`config.mk`:
```
export PLATFORM = sky130hd
export DESIGN_NAME = rf_writeback_flat
export DESIGN_NICKNAME = d
export VERILOG_FILES = /design/src/rtl/rf_writeback_pkg.sv /design/src/rtl/rf_writeback_if.sv /design/src/rtl/rf_wb_fifo.sv /design/src/rtl/rf_writeback.sv /design/src/flat_wrapper.sv
export SDC_FILE = /design/constraint.sdc
export NUM_CORES = 1
export LEC_CHECK = 0
export CAP_MARGIN = 10
export CORE_ASPECT_RATIO = 0.8
export CORE_MARGIN = 3
export CORE_UTILIZATION = 35
export DETAILED_ROUTE_END_ITERATION = 16
export HOLD_SLACK_MARGIN = 0.03
export PLACE_DENSITY = 0.61
export REMOVE_ABC_BUFFERS = 1
export SLEW_MARGIN = 20
export SYNTH_ARGS = -nofsm -noshare
export SYNTH_HDL_FRONTEND = slang
export SYNTH_SLANG_ARGS = --single-unit
```
`constraint.sdc`:
```
create_clock -name clock -period 2.8 [get_ports clock]
set_clock_uncertainty 0.15 [all_clocks]
set_input_delay 0.56 -clock clock [delete_from_list [all_inputs] [get_ports clock]]
set_output_delay 0.56 -clock clock [all_outputs]
set_load 0.03 [all_outputs]
```
`src/rtl/rf_writeback_pkg.sv`:
```
// Shared types for the register-bank write port: data/address widths and the
// late-result entry that is buffered until the write port is free.
package rf_writeback_pkg;

    localparam int XLEN   = 32;
    localparam int REG_AW = 5;
    localparam logic [REG_AW-1:0] REG_ZERO = 5'd0;

    typedef logic [REG_AW-1:0] reg_addr_t;
    typedef logic [XLEN-1:0]   xdata_t;

    typedef struct packed {
        reg_addr_t addr;
        xdata_t    data;
    } late_entry_t;

    // One-hot register mask; r0 is hard-wired and never represented.
    function automatic logic [XLEN-1:0] reg_mask(input reg_addr_t a);
        logic [XLEN-1:0] m;
        m = '0;
        if (a != REG_ZERO) m[a] = 1'b1;
        return m;
    endfunction

endpackage

```
`src/rtl/rf_writeback_if.sv`:
```
// Bundle of writeback, issue, late-result, decode-probe and bank-write signals.
// master = pipeline/long-latency side driving requests; slave = rf_writeback.
interface rf_writeback_if;
    import rf_writeback_pkg::*;

    logic      wb_wren;
    reg_addr_t wb_addr;
    xdata_t    wb_data;
    logic      iss_valid;
    reg_addr_t iss_addr;
    logic      lr_valid;
    reg_addr_t lr_addr;
    xdata_t    lr_data;
    logic      lr_ready;
    reg_addr_t rd_a_addr;
    reg_addr_t rd_b_addr;
    logic      hazard;
    logic      stall_req;
    logic      rf_wren;
    reg_addr_t rf_addr;
    xdata_t    rf_data;
    logic [XLEN-1:0] busy;

    modport master (
        output wb_wren, wb_addr, wb_data, iss_valid, iss_addr,
               lr_valid, lr_addr, lr_data, rd_a_addr, rd_b_addr,
        input  lr_ready, hazard, stall_req, rf_wren, rf_addr, rf_data, busy
    );

    modport slave (
        input  wb_wren, wb_addr, wb_data, iss_valid, iss_addr,
               lr_valid, lr_addr, lr_data, rd_a_addr, rd_b_addr,
        output lr_ready, hazard, stall_req, rf_wren, rf_addr, rf_data, busy
    );

endinterface

```
`src/rtl/rf_wb_fifo.sv`:
```
// In-order buffer of late results waiting for the bank write port.
// Head visible combinationally, 1-cycle push-to-pop; push ignored when full, pop ignored when empty.
module rf_wb_fifo
    import rf_writeback_pkg::*;
#(
    parameter int DEPTH = 2
) (
    input  logic        clock,
    input  logic        rst,
    input  logic        push,
    input  late_entry_t push_dat,
    input  logic        pop,
    output late_entry_t head_dat,
    output logic        full,
    output logic        empty
);

    localparam int PW = (DEPTH > 1) ? $clog2(DEPTH) : 1;
    localparam int CW = $clog2(DEPTH + 1);

    late_entry_t    mem_q [DEPTH];
    late_entry_t    mem_d [DEPTH];
    logic [PW-1:0]  wr_ptr_q, wr_ptr_d;
    logic [PW-1:0]  rd_ptr_q, rd_ptr_d;
    logic [CW-1:0]  cnt_q, cnt_d;
    logic           do_push, do_pop;

    assign full     = (cnt_q == CW'(DEPTH));
    assign empty    = (cnt_q == '0);
    assign do_push  = push && !full;
    assign do_pop   = pop && !empty;
    assign head_dat = mem_q[rd_ptr_q];

    // DEPTH is a power of two, so pointers wrap by plain overflow.
    always_comb begin
        mem_d    = mem_q;
        wr_ptr_d = wr_ptr_q;
        rd_ptr_d = rd_ptr_q;
        cnt_d    = cnt_q + CW'(do_push) - CW'(do_pop);
        if (do_push) begin
            mem_d[wr_ptr_q] = push_dat;
            wr_ptr_d        = wr_ptr_q + PW'(1);
        end
        if (do_pop) begin
            rd_ptr_d = rd_ptr_q + PW'(1);
        end
    end

    always_ff @(posedge clock) begin
        if (rst) begin
            wr_ptr_q <= '0;
            rd_ptr_q <= '0;
            cnt_q    <= '0;
        end else begin
            wr_ptr_q <= wr_ptr_d;
            rd_ptr_q <= rd_ptr_d;
            cnt_q    <= cnt_d;
        end
    end

    always_ff @(posedge clock) begin
        mem_q <= mem_d;
    end

endmodule

```
`src/rtl/rf_writeback.sv`:
```
// Single bank write port: pipeline writeback has priority, buffered late results fill idle slots.
// 1-cycle pipeline latency, >=2-cycle late latency; lr_ready drops and stall_req rises when buffer full.
module rf_writeback
    import rf_writeback_pkg::*;
#(
    parameter int DEPTH = 2
) (
    input  logic           clock,
    input  logic           rst,
    rf_writeback_if.slave  bus
);

    logic        wb_take;
    logic        pop;
    logic        push;
    logic        fifo_full;
    logic        fifo_empty;
    late_entry_t head;
    late_entry_t push_entry;

    logic            rf_wren_q, rf_wren_d;
    reg_addr_t       rf_addr_q, rf_addr_d;
    xdata_t          rf_data_q, rf_data_d;
    logic [XLEN-1:0] busy_q, busy_d;

    // A pipeline write to r0 is treated as a bubble so the buffer can drain.
    assign wb_take = bus.wb_wren && (bus.wb_addr != REG_ZERO);
    assign pop     = !wb_take && !fifo_empty;

    assign bus.lr_ready = !fifo_full && !rst;
    // r0 late results are handshaken but never stored.
    assign push         = bus.lr_valid && bus.lr_ready && (bus.lr_addr != REG_ZERO);
    assign push_entry   = '{addr: bus.lr_addr, data: bus.lr_data};

    rf_wb_fifo #(
        .DEPTH (DEPTH)
    ) u_fifo (
        .clock    (clock),
        .rst      (rst),
        .push     (push),
        .push_dat (push_entry),
        .pop      (pop),
        .head_dat (head),
        .full     (fifo_full),
        .empty    (fifo_empty)
    );

    always_comb begin
        rf_wren_d = 1'b0;
        rf_addr_d = rf_addr_q;
        rf_data_d = rf_data_q;
        if (wb_take) begin
            rf_wren_d = 1'b1;
            rf_addr_d = bus.wb_addr;
            rf_data_d = bus.wb_data;
        end else if (pop) begin
            rf_wren_d = 1'b1;
            rf_addr_d = head.addr;
            rf_data_d = head.data;
        end
    end

    // Clear then set, so a new issue survives a same-cycle commit to that register.
    always_comb begin
        busy_d = busy_q;
        if (pop)           busy_d = busy_d & ~reg_mask(head.addr);
        if (bus.iss_valid) busy_d = busy_d | reg_mask(bus.iss_addr);
    end

    always_ff @(posedge clock) begin
        if (rst) begin
            rf_wren_q <= 1'b0;
            rf_addr_q <= REG_ZERO;
            rf_data_q <= '0;
            busy_q    <= '0;
        end else begin
            rf_wren_q <= rf_wren_d;
            rf_addr_q <= rf_addr_d;
            rf_data_q <= rf_data_d;
            busy_q    <= busy_d;
        end
    end

    assign bus.rf_wren   = rf_wren_q;
    assign bus.rf_addr   = rf_addr_q;
    assign bus.rf_data   = rf_data_q;
    assign bus.busy      = busy_q;
    assign bus.stall_req = fifo_full;
    assign bus.hazard    = ((bus.rd_a_addr != REG_ZERO) && busy_q[bus.rd_a_addr]) ||
                           ((bus.rd_b_addr != REG_ZERO) && busy_q[bus.rd_b_addr]);

endmodule

```
`src/flat_wrapper.sv`:
```
// flat-port wrapper written by rule: the top's interface ports become plain ports
module rf_writeback_flat import rf_writeback_pkg::*;
#(
    parameter int DEPTH = 2
)
  (clock, rst, bus_wb_wren, bus_wb_addr, bus_wb_data, bus_iss_valid, bus_iss_addr, bus_lr_valid, bus_lr_addr, bus_lr_data, bus_rd_a_addr, bus_rd_b_addr, bus_lr_ready, bus_hazard, bus_stall_req, bus_rf_wren, bus_rf_addr, bus_rf_data, bus_busy);
  rf_writeback_if bus_i ();
  input  logic clock;
  input  logic rst;
  input wire logic [$bits(bus_i.wb_wren)-1:0] bus_wb_wren;
  input wire logic [$bits(bus_i.wb_addr)-1:0] bus_wb_addr;
  input wire logic [$bits(bus_i.wb_data)-1:0] bus_wb_data;
  input wire logic [$bits(bus_i.iss_valid)-1:0] bus_iss_valid;
  input wire logic [$bits(bus_i.iss_addr)-1:0] bus_iss_addr;
  input wire logic [$bits(bus_i.lr_valid)-1:0] bus_lr_valid;
  input wire logic [$bits(bus_i.lr_addr)-1:0] bus_lr_addr;
  input wire logic [$bits(bus_i.lr_data)-1:0] bus_lr_data;
  input wire logic [$bits(bus_i.rd_a_addr)-1:0] bus_rd_a_addr;
  input wire logic [$bits(bus_i.rd_b_addr)-1:0] bus_rd_b_addr;
  output wire logic [$bits(bus_i.lr_ready)-1:0] bus_lr_ready;
  output wire logic [$bits(bus_i.hazard)-1:0] bus_hazard;
  output wire logic [$bits(bus_i.stall_req)-1:0] bus_stall_req;
  output wire logic [$bits(bus_i.rf_wren)-1:0] bus_rf_wren;
  output wire logic [$bits(bus_i.rf_addr)-1:0] bus_rf_addr;
  output wire logic [$bits(bus_i.rf_data)-1:0] bus_rf_data;
  output wire logic [$bits(bus_i.busy)-1:0] bus_busy;
  assign bus_i.wb_wren = bus_wb_wren;
  assign bus_i.wb_addr = bus_wb_addr;
  assign bus_i.wb_data = bus_wb_data;
  assign bus_i.iss_valid = bus_iss_valid;
  assign bus_i.iss_addr = bus_iss_addr;
  assign bus_i.lr_valid = bus_lr_valid;
  assign bus_i.lr_addr = bus_lr_addr;
  assign bus_i.lr_data = bus_lr_data;
  assign bus_i.rd_a_addr = bus_rd_a_addr;
  assign bus_i.rd_b_addr = bus_rd_b_addr;
  assign bus_lr_ready = bus_i.lr_ready;
  assign bus_hazard = bus_i.hazard;
  assign bus_stall_req = bus_i.stall_req;
  assign bus_rf_wren = bus_i.rf_wren;
  assign bus_rf_addr = bus_i.rf_addr;
  assign bus_rf_data = bus_i.rf_data;
  assign bus_busy = bus_i.busy;
  rf_writeback #(.DEPTH(DEPTH)) u_core (.clock(clock), .rst(rst), .bus(bus_i));
endmodule
```
==> results of run 1 <==
[cell usage in the layout (no fill, tap or decap), types with 3 or more instances in the layout]
master,synthesis,layout
clkdlybuf4s50_1,0,159
nand3_1,4,4
nand2_1,43,43
dfxtp_2,0,4
clkbuf_16,0,17
o21ai_1,8,10
nor3_1,3,3
nor2_1,91,89
xnor2_1,3,3
inv_6,0,7
buf_4,0,56
nor2b_1,5,5
a211oi_1,36,36
or4_1,6,6
a21oi_1,69,69
mux2_2,7,7
mux2i_1,44,44
o21ai_0,25,23
diode_2,0,4
inv_1,3,3
mux4_2,11,11
edfxtp_1,74,74
buf_12,0,3
dfxtp_1,74,70
nor3b_1,5,4
[critical path, delay by kind of cell, from the launching register on]
kind,cells,cell delay [ns]
compound gates,3,0.52
mux,1,0.47
buf+inv,1,0.15
simple gates,1,0.32
flops,1,0.33
[power breakdown]
part / total [uW] / internal (uW) / switching, uW
sequential: 2580 / 2470 / 106
clock: 2190 / 1250 / 946
combinational: 1830 / 793 / 1040
total: 6600 / 4510 / 2090
[final cells by class]
type	count	area share [%]
antenna	4	0.108
timing repair buffer	228	23.8
sequential	148	40.0
clock buffer	17	4.59
inverter	3	0.122
clock inverter	15	1.57
multi-input combinational	385	26.7
tap	225	3.04
[state kept, by name (all words and copies together) (netlist names)]
name,count
u_core.u_fifo.cnt_q,2
u_core.bus.rf_wren,1
u_core.u_fifo.mem_q,74
u_core.bus.rf_data,32
u_core.u_fifo.wr_ptr_q,1
u_core.u_fifo.rd_ptr_q,1
u_core.bus.rf_addr,5
u_core.bus.busy,32
[path summary, 6_finish.rpt]
| path | startpoint | to | slack [ns] |
|---|---|---|---|
| worst max-delay path | u_core.bus.busy[21] | bus_hazard | -0.13 |
| worst min register to register | u_core.bus.busy[0] | u_core.bus.busy[0] | 0.37 |
| worst min-delay path | u_core.bus.busy[0] | u_core.bus.busy[0] | 0.37 |
| worst max register to register | u_core.u_fifo.cnt_q[1] | u_core.u_fifo.mem_q[68] | 0.56 |
[what timing repair did]
item / 4_1_cts / 5_1_grt
gates resized for setup: 26 / 4
endpoints found under the setup margin: 1 / 1
buffers inserted: 1 / 0
cloned: 1 / 0
pin swaps: 1 / 0
[per-layer routing]
| layer | global-route usage [%] | vias to the layer above |
|---|---|---|
| met4 | 6.54 | 2 |
| met1 | 25.9 | 2476 |
| met3 | 6.77 | 19 |
| met5 | 0 | - |
| met2 | 26.3 | 210 |
| li1 | - | 2551 |
[stage by stage]
| stage | worst slack [ns] | cell area (um^2) |
|---|---|---|
| after floorplan | -0.725 | 6140 |
| after global placement | -0.981 | 8560 |
| after detailed placement | -0.985 | 8560 |
| after CTS | -0.134 | 9200 |
| after global routing | -0.189 | 9270 |
| final | -0.127 | 9270 |
[logic make-up after synthesis]
group                      synth area share [%]
and+or+nand+nor                            11.3
xor gates and xnor gates                  0.556
adders and majority gates                 0.397
AOI/OAI and AO/OA                          14.1
muxes                                      12.2
buffers and inverters                      2.72
DFF                                        58.7
==> summary.txt, run 1 <==
STA
  – Tmin final: 2.93 ns
  – Max Fclk: 342 MHz
  – Rel. slew slack: 45.3%
  – Hold WS: 0.375 ns
  – Final hold violation count: 0
  – Setup_tns: -0.127 ns
  – Worst Setup Slack, final: -0.127 ns
  – Final-report max-slew violation count: 0
  – Setup Viol. Count Final: 1
  – Actual transition at the worst max-transition pin: 0.820 ns
  – Crit share post-route: 105%
  – Unrepaired setup endpoints after global routing: yes

Clock network
  – CTS Buf Count: 17
  – Clk sinks: 148
  – Clk Tree Root Cell: clkbuf_16
  – CTS clk-pin slew, worst paths: 0.07 ns
  – H-tree depth: 4
  – CTS tree: built
  – Worst-skew pair later-pin latency: 0.42 ns
  – CTS Hold Bufs: 0
  – Clock buffer depth: 2

Final layout
  – Non-Filler Instances: 1025
  – Filler cell count: 1513
  – Area of the multi-input gates: 0.00248 mm^2
  – Register Area: 0.00371 mm^2
  – Fraction of layout cells with a size suffix above 1: 16.2%
  – Util after Layout: 53.0%
  – Nets: 879
  – Synthesis-to-layout area growth: 47.0%

Synth
  – Synth top area cells: edfxtp_1 (35%), dfxtp_1 (23%), mux2i_1 (7.0%)
  – Asr flop ratio synth: 0%
  – Count leader, synth: nor2_1
  – Largest area contributor in the netlist: edfxtp_1
  – Synthesized flop and latch total: 148
  – Post-synth top area share: 35.2%
  – Avg Cell Area, Syn: 11.0 um^2
  – Dominant synthesized flop cell: edfxtp_1
  – Syn. warnings: 0
  – Most instantiated cells after synthesis: nor2_1 (91), dfxtp_1 (74), edfxtp_1 (74)
  – Mapped Area: 0.00630 mm^2
  – Cells after Synth: 575
  – Yosys cell types: 40
  – Post-synth EDFFs: 74
  – Register area share after synthesis: 58.7%

Placement
  – Detailed Place HPWL: 13.2 mm
  – Port bufs: 166
  – DP Cell Count: 985
  – RD Place Congestion: 0.933

Min path
  – Hold path cells: 1
  – Hold Path Class: reg2reg

Run
  – # Max-Cap Violations: 0

Power
  – VDD IR max: 0.414 mV
  – Total power draw: 6600 uW
  – PwrDens: 712 mW/mm^2
  – Lkg Pwr: 0.00327 uW

Global route
  – Initial antenna violation count: 4
  – Largest net degree at the start of global routing: 75
  – Number of global-route vias before repair: 5154
  – GRT Total Usage: 18.5%
  – Grt total ovfl: 0
  – First-pass GRT wire length: 28.0 mm

Worst setup path
  – Data required time of the critical path: 2.09 ns
  – Crit-path max cell delay: 0.47 ns
  – Worst r2r path cells: 6
  – Crit-path cells: mux4_2, or3_1, o21ai_1, a21oi_1, a2111o_1, buf_6
  – Kind of critical path: reg2out
  – Crit-path max FO: 2
  – Critical path capture point type: output port
  – Setup crit start kind: flip-flop
  – Arrival @ worst endpoint: 2.22 ns
  – Slowest cell on crit path: mux4_2

Floorplanning
  – Overall die width: 156 um
  – FP Rows: 43
  – Core ar.: 0.0175 mm^2
  – Die H: 126 um
  – # IOs: 167
  – Initial Utilization: 36.1%
  – Die area: 0.0197 mm^2

Routing
  – Top Layer Used: met5
  – DRC viols: 0
  – Avg WL per Cell: 17.7 um
  – WL met2: 7.95 mm
  – Routed WL: 18.2 mm
  – Via Count: 5258
  – Antenna-violating nets left: 0
  – Detailed Routing Iterations Pass 1: 4
  – Met3 Wirelength: 1.66 mm
  – Vias per cell: 5.13
  – DRT met1 WL: 8.28 mm
  – Initial drt markers: 396

Status
  – Outcome: complete, but fails checks
  – Failing checks: setup timing
No activity file was read; power rests on OpenSTA's default activity.
==> inputs of run 2 (changes only) <==
Settings changed: CTS_BUF_LIST from default to sky130_fd_sc_hd__clkbuf_4 sky130_fd_sc_hd__clkbuf_8, SLEW_MARGIN 20 to default.
==> summary.txt, run 2 (synthesis results as in run 1) <==
Final layout
  – Util after Layout: 51.6%
  – Non-Filler Instances: 1023
  – Filler cell count: 1547
  – Fraction of layout cells with a size suffix above 1: 16.0%
  – Leading cell type in the layout, fill and taps excluded: clkdlybuf4s50_1
  – Synthesis-to-layout area growth: 43.1%
  – Final Instance Area: 0.00902 mm^2
  – Commonest cells after routing, fill and taps aside: clkdlybuf4s50_1 (160), nor2_1 (89), edfxtp_1 (74)
  – Area of the multi-input gates: 0.00248 mm^2
  – Nets: 877
  – Top reg by flops: u_core.u_fifo.mem_q
  – Register Area: 0.00371 mm^2
  – Max reg flops: 74

STA
  – Tmin final: 2.95 ns
  – Final hold violation count: 0
  – Crit share post-route: 106%
  – Actual transition at the worst max-transition pin: 1.12 ns
  – Final-report max-slew violation count: 0
  – Setup Viol. Count Final: 1
  – Hold WS: 0.375 ns
  – Rel. slew slack: 24.8%
  – Worst Setup Slack, final: -0.154 ns
  – Unrepaired setup endpoints after global routing: yes
  – Max Fclk: 338 MHz

Status
  – Failing checks: setup timing
  – Outcome: complete, but fails checks

Routing
  – Detailed Routing Iterations Pass 1: 5
  – DRC viols: 0
  – Routed WL: 18.1 mm
  – Avg WL per Cell: 17.7 um
  – Initial drt markers: 305
  – Via Count: 5221
  – Antenna-violating nets left: 0
  – Vias per cell: 5.10

Global route
  – Largest net degree at the start of global routing: 75
  – Initial antenna violation count: 4
  – Grt total ovfl: 0
  – Number of global-route vias before repair: 5101
  – Gr busiest metal: met1
  – Grt met1 use: 26.1%
  – Met3 usage: 6.36%
  – GRT Total Usage: 18.4%
  – First-pass GRT wire length: 27.9 mm
  – Met2 Usage GRT: 26.0%

Floorplanning
  – Overall die width: 156 um
  – FP Rows: 43
  – Core ar.: 0.0175 mm^2
  – Die H: 126 um
  – # IOs: 167
  – Initial Utilization: 36.1%
  – Die area: 0.0197 mm^2

Power
  – Switching Share: 33.5%
  – VDD IR max: 0.385 mV
  – Internal: 3970 uW
  – Power share of the combinational group: 30.3%
  – Lkg Pwr: 0.00315 uW
  – Clock group share of total power: 26.6%
  – PwrDens: 663 mW/mm^2
  – Sequential share of power: 43.1%
  – Psw: 2000 uW

Clock network
  – Clock buffer depth: 2
  – CTS Hold Bufs: 0
  – CTS clk-pin slew, worst paths: 0.09 ns
  – H-tree depth: 4
  – CTS tree: built
  – Clk sinks: 148
  – Clk Tree Root Cell: clkbuf_8
  – Worst-skew pair later-pin latency: 0.44 ns
  – CTS Buf Count: 17

Placement
  – DP Cell Count: 985
  – Cell Area, Placed: 0.00856 mm^2
  – Worst Setup Slack post-DPL: -0.985 ns
  – Port bufs: 166
  – RD Place Congestion: 0.933
  – Detailed Place HPWL: 13.2 mm

Worst setup path
  – Crit path buffers/inverters: 1
  – Setup crit start kind: flip-flop
  – Kind of critical path: reg2out
  – RR Startpoint: u_core.u_fifo.cnt_q[1]
  – R2r setup slk: 0.33 ns
  – Worst r2r path cells: 5
  – Crit-path max FO: 2
  – Crit path max-delay family: compound AO/OA/AOI/OAI gates
  – Critical path capture point type: output port
  – Crit-path cells: mux4_2, or3_1, o21ai_1, a21oi_1, a2111o_1, buf_6
  – Data required time of the critical path: 2.09 ns
  – Arrival @ worst endpoint: 2.24 ns
  – Crit-path max cell delay: 0.47 ns
  – FF-to-FF End: u_core.u_fifo.mem_q[17]
  – Slowest cell on crit path: mux4_2

Min path
  – Hold Path Class: reg2reg
  – HP Start: u_core.bus.busy[0]
  – Hold path cells: 1
  – Min-Delay Endpoint: u_core.bus.busy[0]

Run
  – # Max-Cap Violations: 0
-- run 2: changes by cell type in the layout (fill, tap and decap cells not counted), sizes merged --
cell / delta
dlymetal6s2s: -1
clkdlybuf4s50: +1
buf: -2
clkbuf: +1
clkdlybuf4s15: -1
-- run 2: final cells by class --
class,count,area share [%]
clock buffer,17,2.59
multi-input combinational,385,27.5
antenna,4,0.111
sequential,148,41.1
inverter,3,0.125
timing repair buffer,226,23.9
tap,225,3.12
clock inverter,15,1.61
-- run 2: power groups by stage --
stage	clock network [uW]	registers [uW]	logic [uW]
6_report	1590	2570	1810
4_1_cts	1650	2580	1830
5_1_grt	1740	2600	2000
3_3_place_gp	0	2620	1780
2_1_floorplan	0	2860	856
3_5_place_dp	0	2620	1810
-- run 2: metal layers --
metal	part of all wire [%]	routed length, um	vias up
li1	-	-	2546
met1	46	8330	2430
met2	43	7790	223
met3	9.1	1650	20
met4	1.5	274	2
met5	0.055	10	-
-- run 2: repair_timing --
item / 4_1_cts / 5_1_grt
setup buffers: 1 / 0
pin swaps: 1 / 0
cloned: 1 / 0
setup endpoints to repair: 1 / 1
gates resized for setup: 24 / 5
-- run 2: worst max-delay path by stage --
stage                      startpoint                endpoint  slack, ns  depth (start not counted)
3_3_place_gp         bus_rd_a_addr[0]              bus_hazard      -0.98                          7
6_report          u_core.bus.busy[21]              bus_hazard      -0.15                          6
2_1_floorplan  u_core.u_fifo.cnt_q[1]  u_core.u_fifo.mem_q[0]      -0.72                          4
3_5_place_dp         bus_rd_a_addr[0]              bus_hazard      -0.99                          7
5_1_grt           u_core.bus.busy[21]              bus_hazard      -0.23                          6
4_1_cts           u_core.bus.busy[21]              bus_hazard      -0.18                          6
-- run 2: metrics by stage --
step | power [uW] | setup TNS (ns)
after floorplan | 3710 | -64.91
after global placement | 4400 | -16.00
after detailed placement | 4430 | -18.82
after CTS | 6050 | -0.177
after global routing | 6330 | -0.234
final | 5980 | -0.154
==> inputs of run 3 (changes only) <==
Settings changed: SYNTH_HIERARCHICAL from default to 1.
==> summary.txt, run 3 <==
Final layout
  – Synthesis-to-layout area growth: 38.0%
  – Fraction of layout cells with a size suffix above 1: 19.9%
  – Leading cell type in the layout, fill and taps excluded: clkdlybuf4s50_1
  – Commonest cells after routing, fill and taps aside: clkdlybuf4s50_1 (158), edfxtp_1 (74), dfxtp_1 (65)
  – Max reg flops: 74
  – Top reg by flops: u_core/u_fifo/mem_q
  – Non-Filler Instances: 917
  – Nets: 775
  – Filler cell count: 1562
  – ANT cells: 0

Power
  – Clock group share of total power: 31.3%
  – Lkg Pwr: 0.00316 uW
  – Internal: 3590 uW
  – Total power draw: 5040 uW
  – Sequential share of power: 48.9%
  – Power share of the combinational group: 19.9%
  – PwrDens: 569 mW/mm^2
  – Switching Share: 28.7%
  – VDD IR max: 0.280 mV
  – Psw: 1440 uW

Placement
  – DP Cell Count: 883
  – Port bufs: 166
  – Detailed Place HPWL: 12.7 mm
  – RD Place Congestion: 0.922

STA
  – Actual transition at the worst max-transition pin: 0.713 ns
  – Final-report max-slew violation count: 0
  – Max Fclk: 357 MHz
  – Final hold violation count: 0
  – Tmin final: 2.80 ns
  – Setup Viol. Count Final: 1
  – Unrepaired setup endpoints after global routing: yes
  – Rel. slew slack: 52.4%
  – Worst Setup Slack, final: -0.00442 ns
  – Crit share post-route: 100%

Routing
  – Avg WL per Cell: 19.6 um
  – Via Count: 4967
  – Detailed Routing Iterations Pass 1: 5
  – Antenna-violating nets left: 0
  – Vias per cell: 5.42
  – Top Layer Used: met4
  – Routed WL: 18.0 mm
  – Met3 Wirelength: 1.55 mm
  – WL met2: 7.89 mm
  – Initial drt markers: 408
  – DRC viols: 0
  – DRT met1 WL: 8.27 mm

Clock network
  – Worst-skew pair later-pin latency: 0.45 ns
  – CTS Hold Bufs: 0
  – CTS tree: built
  – H-tree depth: 4
  – Clk Tree Root Cell: clkbuf_8
  – Clock buffer depth: 2
  – CTS Buf Count: 17
  – CTS clk-pin slew, worst paths: 0.08 ns
  – Clk sinks: 148

Synth
  – Register area share after synthesis: 57.7%
  – Cells after Synth: 507
  – Most instantiated cells after synthesis: dfxtp_1 (74), edfxtp_1 (74), nor2_1 (47)
  – Syn. warnings: 6
  – Dominant synthesized flop cell: edfxtp_1
  – Yosys cell types: 51
  – Post-synth top area share: 34.6%
  – Avg Cell Area, Syn: 12.7 um^2
  – Asr flop ratio synth: 0%
  – Synthesized flop and latch total: 148
  – Synth top area cells: edfxtp_1 (35%), dfxtp_1 (23%), mux2_2 (7.4%)
  – Post-synth EDFFs: 74
  – Mapped Area: 0.00642 mm^2
  – Largest area contributor in the netlist: edfxtp_1

Floorplanning
  – Initial Utilization: 36.4%
  – Die H: 127 um
  – # IOs: 167
  – Overall die width: 157 um
  – Die area: 0.0200 mm^2
  – FP Rows: 43
  – Core ar.: 0.0176 mm^2

Global route
  – Initial antenna violation count: 0
  – First-pass GRT wire length: 27.7 mm
  – Grt total ovfl: 0
  – GRT Total Usage: 18.0%
  – Largest net degree at the start of global routing: 66
  – Number of global-route vias before repair: 4936

Worst setup path
  – Arrival @ worst endpoint: 2.09 ns
  – Setup crit start kind: input pin
  – Kind of critical path: in2out
  – Critical path capture point type: output port
  – Data required time of the critical path: 2.09 ns
  – Crit-path max FO: 7

Status
  – Outcome: complete, but fails checks
  – Failing checks: setup timing

Run
  – # Max-Cap Violations: 0

Min path
  – Hold Path Class: reg2reg
run 3: changes by cell type in the layout (fill, tap and decap cells not counted), sizes merged, moves of 8 or more:
cell | before | now
inv | 11 | 19
o311ai | 0 | 19
a21oi | 69 | 6
mux2 | 7 | 42
nor2 | 91 | 47
o21ai | 33 | 23
nand2 | 43 | 10
buf | 62 | 28
run 3: power by group through the flow:
stage | clock network [uW] | logic [uW] | registers [uW]
2_1_floorplan | 0 | 432 | 2620
3_3_place_gp | 0 | 986 | 2510
3_5_place_dp | 0 | 1000 | 2510
4_1_cts | 1630 | 1010 | 2460
5_1_grt | 1710 | 1070 | 2470
6_report | 1570 | 1000 | 2460
run 3: routing by layer:
metal,vias up,GRT usage [%]
met5,-,0
met4,0,7.04
met3,22,4.88
met2,213,26.1
met1,2419,25.8
li1,2313,-
run 3: stage by stage:
stage / instance area, um^2 / setup TNS (ns) / util [%] / hold WS (ns) / setup WS (ns)
detailed placement: 8440 / -5.35 / 47.8 / 0.326 / -0.395
global route: 8860 / -0.106 / 50.2 / 0.344 / -0.106
CTS: 8850 / -0.0248 / 50.2 / 0.341 / -0.0248
floorplan: 6250 / -67.38 / - / 0.301 / -1.23
finish: 8860 / -0.00442 / 50.2 / 0.333 / -0.00442
global placement: 8440 / -3.98 / 47.8 / 0.311 / -0.359
run 3: what timing repair did:
action	in CTS	in global routing
pin swaps	3	0
setup buffers	2	0
endpoints found under the setup margin	1	2
gates resized for setup	24	7
gates cloned	0	0
run 3: cells by family (layout without fill, tap and decap cells):
family          count (synthesis)  after routing  share of synthesized area [%]
flops                         148            148                           57.7
compound gates                108            108                           12.2
simple gates                  103            103                           8.11
mux                            93             93                           18.0
buf+inv                        51            236                           3.33
fa+ha+maj                       2              2                          0.390
xor+xnor                        2              2                          0.273
run 3: cell type report:
cell class	instances	area (um^2)	area share, %
clock buffer	17	234	2.64
clock inverter	15	143	1.61
inverter	13	48.8	0.551
multi-input combinational	308	2530	28.5
sequential	148	3720	42.0
tap	225	282	3.18
timing repair buffer	191	1900	21.5
run 3: path summary, 6_finish.rpt:
kind | start | end | slack [ns] | cells after the start
max | bus_rd_b_addr[1] | bus_hazard | -0.004 | 8
min reg2reg | u_core/bus.busy[0] | u_core/bus.busy[0] | 0.33 | 1
max reg2reg | u_core/u_fifo/cnt_q[0] | u_core/u_fifo/cnt_q[1] | 0.40 | 12
min | u_core/bus.busy[0] | u_core/bus.busy[0] | 0.33 | 1
run 3: critical path: stages:
cell and delay [ns]:
clkdlybuf4s15_2 0.20, buf_12 0.12, mux2_2 0.33, a221oi_1 0.33, a2111oi_1 0.11, a31oi_1 0.16
nand4b_1 0.12, buf_6 0.16
